**src/rtl/riscv_pkg.sv**
```systemverilog
// Shared pipeline definitions: ALU operation codes, forwarding source select
// and the ID/EX control bundle.
package riscv_pkg;

    localparam int ALU_OP_W = 4;

    localparam logic [ALU_OP_W-1:0] ALU_AND   = 4'b0000;
    localparam logic [ALU_OP_W-1:0] ALU_OR    = 4'b0001;
    localparam logic [ALU_OP_W-1:0] ALU_XOR   = 4'b0010;
    localparam logic [ALU_OP_W-1:0] ALU_ADD   = 4'b0011;
    localparam logic [ALU_OP_W-1:0] ALU_SUB   = 4'b0100;
    localparam logic [ALU_OP_W-1:0] ALU_SLL   = 4'b0101;
    localparam logic [ALU_OP_W-1:0] ALU_SRL   = 4'b0110;
    localparam logic [ALU_OP_W-1:0] ALU_SRA   = 4'b0111;
    localparam logic [ALU_OP_W-1:0] ALU_SLT   = 4'b1000;
    localparam logic [ALU_OP_W-1:0] ALU_SLTU  = 4'b1001;
    localparam logic [ALU_OP_W-1:0] ALU_EQ    = 4'b1010;
    localparam logic [ALU_OP_W-1:0] ALU_NE    = 4'b1011;
    localparam logic [ALU_OP_W-1:0] ALU_GE    = 4'b1100;
    localparam logic [ALU_OP_W-1:0] ALU_LUI   = 4'b1101;

    typedef enum logic [1:0] {
        FWD_NONE = 2'd0,
        FWD_MEM  = 2'd1,
        FWD_WB   = 2'd2
    } fwd_sel_t;

    typedef struct packed {
        logic                reg_write;
        logic                mem_read;
        logic                mem_write;
        logic                src_a_pc;
        logic                src_b_imm;
        logic [ALU_OP_W-1:0] alu_op;
    } id_ex_ctrl_t;

endpackage

```
**src/rtl/id_ex_operand_stage_forward_unit.sv**
```systemverilog
// Combinational bypass selection for one EX source register: EX/MEM result
// beats MEM/WB result, and x0 is never bypassed.
module forward_unit
    import riscv_pkg::*;
#(
    parameter int DATA_WIDTH = 32,
    parameter int REG_ADDR   = 5
) (
    input  logic [REG_ADDR-1:0]   rs,
    input  logic [REG_ADDR-1:0]   mem_rd,
    input  logic                  mem_reg_write,
    input  logic [DATA_WIDTH-1:0] mem_result,
    input  logic [REG_ADDR-1:0]   wb_rd,
    input  logic                  wb_reg_write,
    input  logic [DATA_WIDTH-1:0] wb_result,
    output fwd_sel_t              sel,
    output logic [DATA_WIDTH-1:0] value
);

    always_comb begin
        // NOTE: both outputs get a default first so every path assigns them and no latch is inferred.
        sel   = FWD_NONE;
        value = '0;
        if (rs != '0) begin
            if (mem_reg_write && (mem_rd == rs)) begin
                sel   = FWD_MEM;
                value = mem_result;
            end else if (wb_reg_write && (wb_rd == rs)) begin
                sel   = FWD_WB;
                value = wb_result;
            end
        end
    end

endmodule

```
**src/rtl/id_ex_operand_stage.sv**
```systemverilog
// ID/EX pipeline register with operand forwarding and load-use hazard
// detection, driving the ALU operands and operation code.
module id_ex_operand_stage
    import riscv_pkg::*;
#(
    parameter int DATA_WIDTH    = 32,
    parameter int OPCODE_LENGTH = ALU_OP_W,
    parameter int REG_ADDR      = 5
) (
    input  logic                     clk,
    input  logic                     reset,
    input  logic                     id_valid,
    input  logic [DATA_WIDTH-1:0]    id_pc,
    input  logic [DATA_WIDTH-1:0]    id_rs1_data,
    input  logic [DATA_WIDTH-1:0]    id_rs2_data,
    input  logic [DATA_WIDTH-1:0]    id_imm,
    input  logic [REG_ADDR-1:0]      id_rs1,
    input  logic [REG_ADDR-1:0]      id_rs2,
    input  logic [REG_ADDR-1:0]      id_rd,
    input  logic [OPCODE_LENGTH-1:0] id_alu_op,
    input  logic                     id_src_a_pc,
    input  logic                     id_src_b_imm,
    input  logic                     id_reg_write,
    input  logic                     id_mem_read,
    input  logic                     id_mem_write,
    input  logic                     flush,
    input  logic [REG_ADDR-1:0]      mem_rd,
    input  logic                     mem_reg_write,
    input  logic [DATA_WIDTH-1:0]    mem_result,
    input  logic [REG_ADDR-1:0]      wb_rd,
    input  logic                     wb_reg_write,
    input  logic [DATA_WIDTH-1:0]    wb_result,
    output logic                     stall_if_id,
    output logic [DATA_WIDTH-1:0]    SrcA,
    output logic [DATA_WIDTH-1:0]    SrcB,
    output logic [OPCODE_LENGTH-1:0] Operation,
    output logic                     ex_valid,
    output logic [REG_ADDR-1:0]      ex_rd,
    output logic                     ex_reg_write,
    output logic                     ex_mem_read,
    output logic                     ex_mem_write,
    output logic [DATA_WIDTH-1:0]    ex_store_data
);

    logic [DATA_WIDTH-1:0] ex_pc;
    logic [DATA_WIDTH-1:0] ex_rs1_data;
    logic [DATA_WIDTH-1:0] ex_rs2_data;
    logic [DATA_WIDTH-1:0] ex_imm;
    logic [REG_ADDR-1:0]   ex_rs1;
    logic [REG_ADDR-1:0]   ex_rs2;
    id_ex_ctrl_t           ex_ctrl;

    logic                  hazard;
    fwd_sel_t              sel_a;
    fwd_sel_t              sel_b;
    logic [DATA_WIDTH-1:0] bypass_a;
    logic [DATA_WIDTH-1:0] bypass_b;
    logic [DATA_WIDTH-1:0] fwd_a;
    logic [DATA_WIDTH-1:0] fwd_b;

    // A load in EX cannot bypass its data yet; the dependent ID instruction waits one cycle.
    assign hazard = ex_valid && ex_ctrl.mem_read && (ex_rd != '0) && id_valid &&
                    ((ex_rd == id_rs1) || (ex_rd == id_rs2));
    assign stall_if_id = hazard && !flush;

    always_ff @(posedge clk) begin
        // NOTE: state is updated with non-blocking assignments so every register samples pre-edge values.
        if (reset || flush || hazard) begin
            ex_valid    <= 1'b0;
            ex_pc       <= '0;
            ex_rs1_data <= '0;
            ex_rs2_data <= '0;
            ex_imm      <= '0;
            ex_rs1      <= '0;
            ex_rs2      <= '0;
            ex_rd       <= '0;
            ex_ctrl     <= '0;
        end else begin
            ex_valid    <= id_valid;
            ex_pc       <= id_pc;
            ex_rs1_data <= id_rs1_data;
            ex_rs2_data <= id_rs2_data;
            ex_imm      <= id_imm;
            ex_rs1      <= id_rs1;
            ex_rs2      <= id_rs2;
            ex_rd       <= id_rd;
            ex_ctrl     <= '{reg_write: id_reg_write, mem_read: id_mem_read,
                             mem_write: id_mem_write, src_a_pc: id_src_a_pc,
                             src_b_imm: id_src_b_imm, alu_op: id_alu_op};
        end
    end

    forward_unit #(.DATA_WIDTH(DATA_WIDTH), .REG_ADDR(REG_ADDR)) u_fwd_a (
        .rs(ex_rs1), .mem_rd(mem_rd), .mem_reg_write(mem_reg_write), .mem_result(mem_result),
        .wb_rd(wb_rd), .wb_reg_write(wb_reg_write), .wb_result(wb_result),
        .sel(sel_a), .value(bypass_a)
    );

    forward_unit #(.DATA_WIDTH(DATA_WIDTH), .REG_ADDR(REG_ADDR)) u_fwd_b (
        .rs(ex_rs2), .mem_rd(mem_rd), .mem_reg_write(mem_reg_write), .mem_result(mem_result),
        .wb_rd(wb_rd), .wb_reg_write(wb_reg_write), .wb_result(wb_result),
        .sel(sel_b), .value(bypass_b)
    );

    assign fwd_a = (sel_a == FWD_NONE) ? ex_rs1_data : bypass_a;
    assign fwd_b = (sel_b == FWD_NONE) ? ex_rs2_data : bypass_b;

    assign SrcA          = ex_ctrl.src_a_pc  ? ex_pc  : fwd_a;
    assign SrcB          = ex_ctrl.src_b_imm ? ex_imm : fwd_b;
    assign ex_store_data = fwd_b;
    assign Operation     = ex_ctrl.alu_op;
    assign ex_reg_write  = ex_ctrl.reg_write;
    assign ex_mem_read   = ex_ctrl.mem_read;
    assign ex_mem_write  = ex_ctrl.mem_write;

endmodule

```
**config.mk**
```make
export PLATFORM = sky130hd
export DESIGN_NAME = id_ex_operand_stage
export DESIGN_NICKNAME = d
export VERILOG_FILES = /design/src/rtl/riscv_pkg.sv /design/src/rtl/id_ex_operand_stage_forward_unit.sv /design/src/rtl/id_ex_operand_stage.sv
export SDC_FILE = /design/constraint.sdc
export NUM_CORES = 1
export LEC_CHECK = 0
export BUFFER_PORTS_ARGS = -buffer_cell sky130_fd_sc_hd__buf_4
export CAP_MARGIN = 15
export CORE_MARGIN = 3
export CORE_UTILIZATION = 45
export DETAILED_ROUTE_END_ITERATION = 6
export GPL_TIMING_DRIVEN = 0
export PLACE_DENSITY = 0.8
export SLEW_MARGIN = 20
export SYNTH_ARGS = -nofsm -noshare
export SYNTH_HDL_FRONTEND = slang
export SYNTH_HIERARCHICAL = 1
export SYNTH_SLANG_ARGS = --single-unit
export TNS_END_PERCENT = 10
```
**constraint.sdc**
```tcl
create_clock -name clk -period 7.6 [get_ports clk]
set_input_delay 1.52 -clock clk [delete_from_list [all_inputs] [get_ports clk]]
set_output_delay 1.52 -clock clk [all_outputs]
set_load 0.01 [all_outputs]
```
==> results.cfg <==
[status]
outcome = finished, final reports clean

[grt]
first_global_vias = 8376
met3_usage_pct = 7.79
global_route.usage.met1_pct = 35.3
top_usage_layer = met2
grt_first_pass_wirelength_um = 46600
track_usage_pct = 30.0
grt_overflow = 0
global_route.usage.met2_pct = 52.6
grt_max_degree = 17
antenna_found_initial = 0

[route]
final_antenna_net_count = 0
detail_route.drc_violations = 0
avgViaCountPerCell = 5.42
drt-total-wl_um = 31200
drt_pass1_iterations = 6
detail_route.iter0.violations = 636
routed_wire_length_per_instance_um = 19.9
routed_via_count = 8490

[timing]
finalCritPeriodShare_pct = 83.0
timing_worst_slew_pin_value_ns = 0.785
final_critical_path_setup_slack_ns = 1.29
report.final.hold_viol_count = 0
totalNegativeSetupSlack_ns = 0
report.final.slew_viol_count = 0
setup-violations-final = 0
timing.clock.skew_ns = 0.0113
period_needed_ns = 6.31
setup_repair_after_global_routing_missed_its_margin = false
max_slew_margin_pct = 47.2
max_freq_ghz = 0.159

[synthesis]
synth_top_family_by_area = compound AO/OA/AOI/OAI gates
yosys-top-cells-count = 247 x nand2_1, 153 x dfxtp_1, 93 x a21oi_1
synth_mux_area_share_pct = 12.6
synth_simple_gate_area_share_pct = 14.7
post_synth_inst_count = 970
netlist-cell-type-count = 30
synthMostInstantiatedCell = nand2_1
synth_compound_gate_area_share_pct = 25.5
share_of_flip_flops_with_an_asynchronous_set_or_reset_after_synthesis_pct = 0
synthesized_flop_and_latch_total = 153
synth_ff_type = dfxtp_1
syn-mean-instance-area_um2 = 8.54
yosys.area_share.xor_xnor_pct = 3.17
mapped_cell_area_um2 = 8290
fraction_of_post_synthesis_cell_area_in_the_top_cell_type_by_area_pct = 37.0
number_of_enable_type_register_cells_in_the_synthesized_netlist = 0
synth.net_count = 1202
yosysWarnings = 6
synth_sequential_area_ratio_pct = 37.0
synthTopCellsByArea = dfxtp_1 37%, nand2_1 11%, mux2_2 8.7%
synth_adder_area_share_pct = 0
synth_area_leader_cell = dfxtp_1

[setup_path]
sort_of_element_at_the_start_of_the_critical_path = input port
crit-reg2reg-launch = ex_mem_read
cp-end-kind = primary output
cpPeakStageDelay_ns = 0.48
worst-endpoint-required_ns = 6.08
critical_path.reg2reg.endpoint = ex_rs1_data[28]
setup.reg_to_reg.worst_slack_ns = 5.53
critical_path.max_fanout = 10
critical_path.startpoint = mem_rd[4]
reg2regPathDepth = 5
worst_ep_arrival_time_ns = 4.79
path_cells = buf_4, xnor2_1, nand4_1, or2_1, clkbuf_1, buf_2, and2_1, nor2_1, buf_2, mux2_2, mux2_2, buf_4
critPathSlowestCell = nor2_1
path_class = in -> out

[hold_path]
timing.hold.worst_path_depth = 4
hold-path-endpoint = ex_ctrl[5]
worst_hold_startpoint = ex_valid
timing.hold.worst.class = reg -> reg

[place]
place.port_buffers = 341
placed_cell_area_um2 = 11100
gp_congestion = 0.908
detailed_place_hpwl_um = 24500
dpl_worst_slack_ns = 1.30

[floorplanning]
initial_utilization_pct = 46.9
design.die.area_um2 = 20100
die_h_um = 142
core_area_um2 = 17700
rows = 48
io_pins = 342
fp.dieW_um = 142

[pwr]
clock_power_share_pct = 41.5
combPwrFrac_pct = 18.0
netSwitchingPower_uw = 549
power.sequential.fraction_pct = 40.5
p_sw_share_pct = 26.3
cellLeakagePower_nw = 5.27
power.internal_mw = 1.54
peakVddDrop_uv = 164
power_density_nw_per_um2 = 178

[clock_tree]
tritoncts_num_sinks = 153
worst_setup_hold_path_clk_slew_ns = 0.06
max-clock-path-buffers = 2
insertion_delay_ns = 0.42
post_cts.resized_instances = 0
postCtsSetupRepairBufs = 0
post_cts_hold_buffer_count = 0
cts_tree = done
htreeDepth = 4
cts_buffers = 17
clock-root-buffer = clkbuf_16

[finish]
ratio_of_cells_with_drive_above_1_in_the_final_layout_pct = 45.6
diodes = 0
multi_input_area_um2 = 4650
regArea_um2 = 3060
filler_cell_count_in_the_final_layout = 1512
cell_area_after_layout_um2 = 11700
area_delta_synth_final_pct = 41.7
finish.net_count = 1562

[run]
max_cap_violations = 0
-- how the worst max path moves through the flow --
stage,to,slack [ns],cells after the start
final,SrcB[30],1.29,12
after floorplan,SrcB[0],2.39,10
after global placement,SrcB[30],1.21,12
after detailed placement,SrcB[30],1.30,12
after CTS,SrcB[30],1.28,12
after global routing,SrcB[30],1.15,12
-- placed cells by master (no fill, tap or decap), types with 4 or more instances in the layout --
cell / n
o22ai_1: 13
buf_12: 4
a21oi_1: 93
clkbuf_16: 17
clkinv_4: 4
xnor2_1: 30
or2_1: 4
buf_4: 348
buf_2: 34
dfxtp_1: 153
a31o_2: 12
nor4b_1: 12
o21ai_0: 84
nor2_1: 5
clkbuf_1: 47
mux2i_1: 32
a21oi_2: 60
nand2_1: 247
o22ai_2: 40
buf_6: 9
or4_4: 4
mux2_2: 64
-- worst max-delay path, delay by kind of cell --
kind	cells	cell delay (ns)
XOR/XNOR	1	0.14
buffers and inverters	5	1.08
multiplexers	2	0.70
AND/OR/NAND/NOR	4	1.32
-- area by class of cell --
cell class / instances / area share (%)
Buffer: 102 / 4.98
Clock inverter: 13 / 1.47
Clock buffer: 18 / 3.65
Sequential cell: 153 / 26.1
Multi-Input combinational cell: 715 / 39.6
Timing Repair Buffer: 341 / 21.8
Tap cell: 225 / 2.40
-- routing by layer --
layer | routed length (um) | up-vias
met1 | 11900 | 3952
met4 | 910 | 0
met5 | 0 | -
li1 | - | 4079
met3 | 2770 | 60
met2 | 15600 | 399
-- power groups by stage --
stage          clock [mW]  combinational, mW  sequential [mW]
6_report            0.867              0.376            0.847
4_1_cts             0.874              0.374            0.847
2_1_floorplan           0              0.181            0.861
3_5_place_dp            0              0.371            0.864
3_3_place_gp            0              0.366            0.863
5_1_grt             0.903              0.405            0.849
-- kinds of logic after synthesis --
family | Yosys count
AO/OA/AOI/OAI | 303
XOR/XNOR | 30
buffers and inverters | 102
flip-flops | 153
multiplexers | 96
AND/OR/NAND/NOR | 286
-- through the flow --
stage,cells,hold slack [ns],util [%],power [mW]
after global placement,1536,1.08,63.0,1.23
final,1567,1.10,66.5,2.09
after CTS,1567,1.10,66.5,2.09
after detailed placement,1536,1.08,63.1,1.24
after floorplan,970,0.804,-,1.04
after global routing,1567,1.13,66.5,2.16
-- registers in the layout (all words and copies together) (netlist names) --
register      cells
Operation         4
ex_ctrl           2
ex_imm           32
ex_mem_read       1
ex_mem_write      1
ex_pc            32
ex_rd             5
ex_reg_write      1
ex_rs1            5
ex_rs1_data      32
ex_rs2            5
ex_rs2_data      32
ex_valid          1
Power figures use the tool's default switching activity.
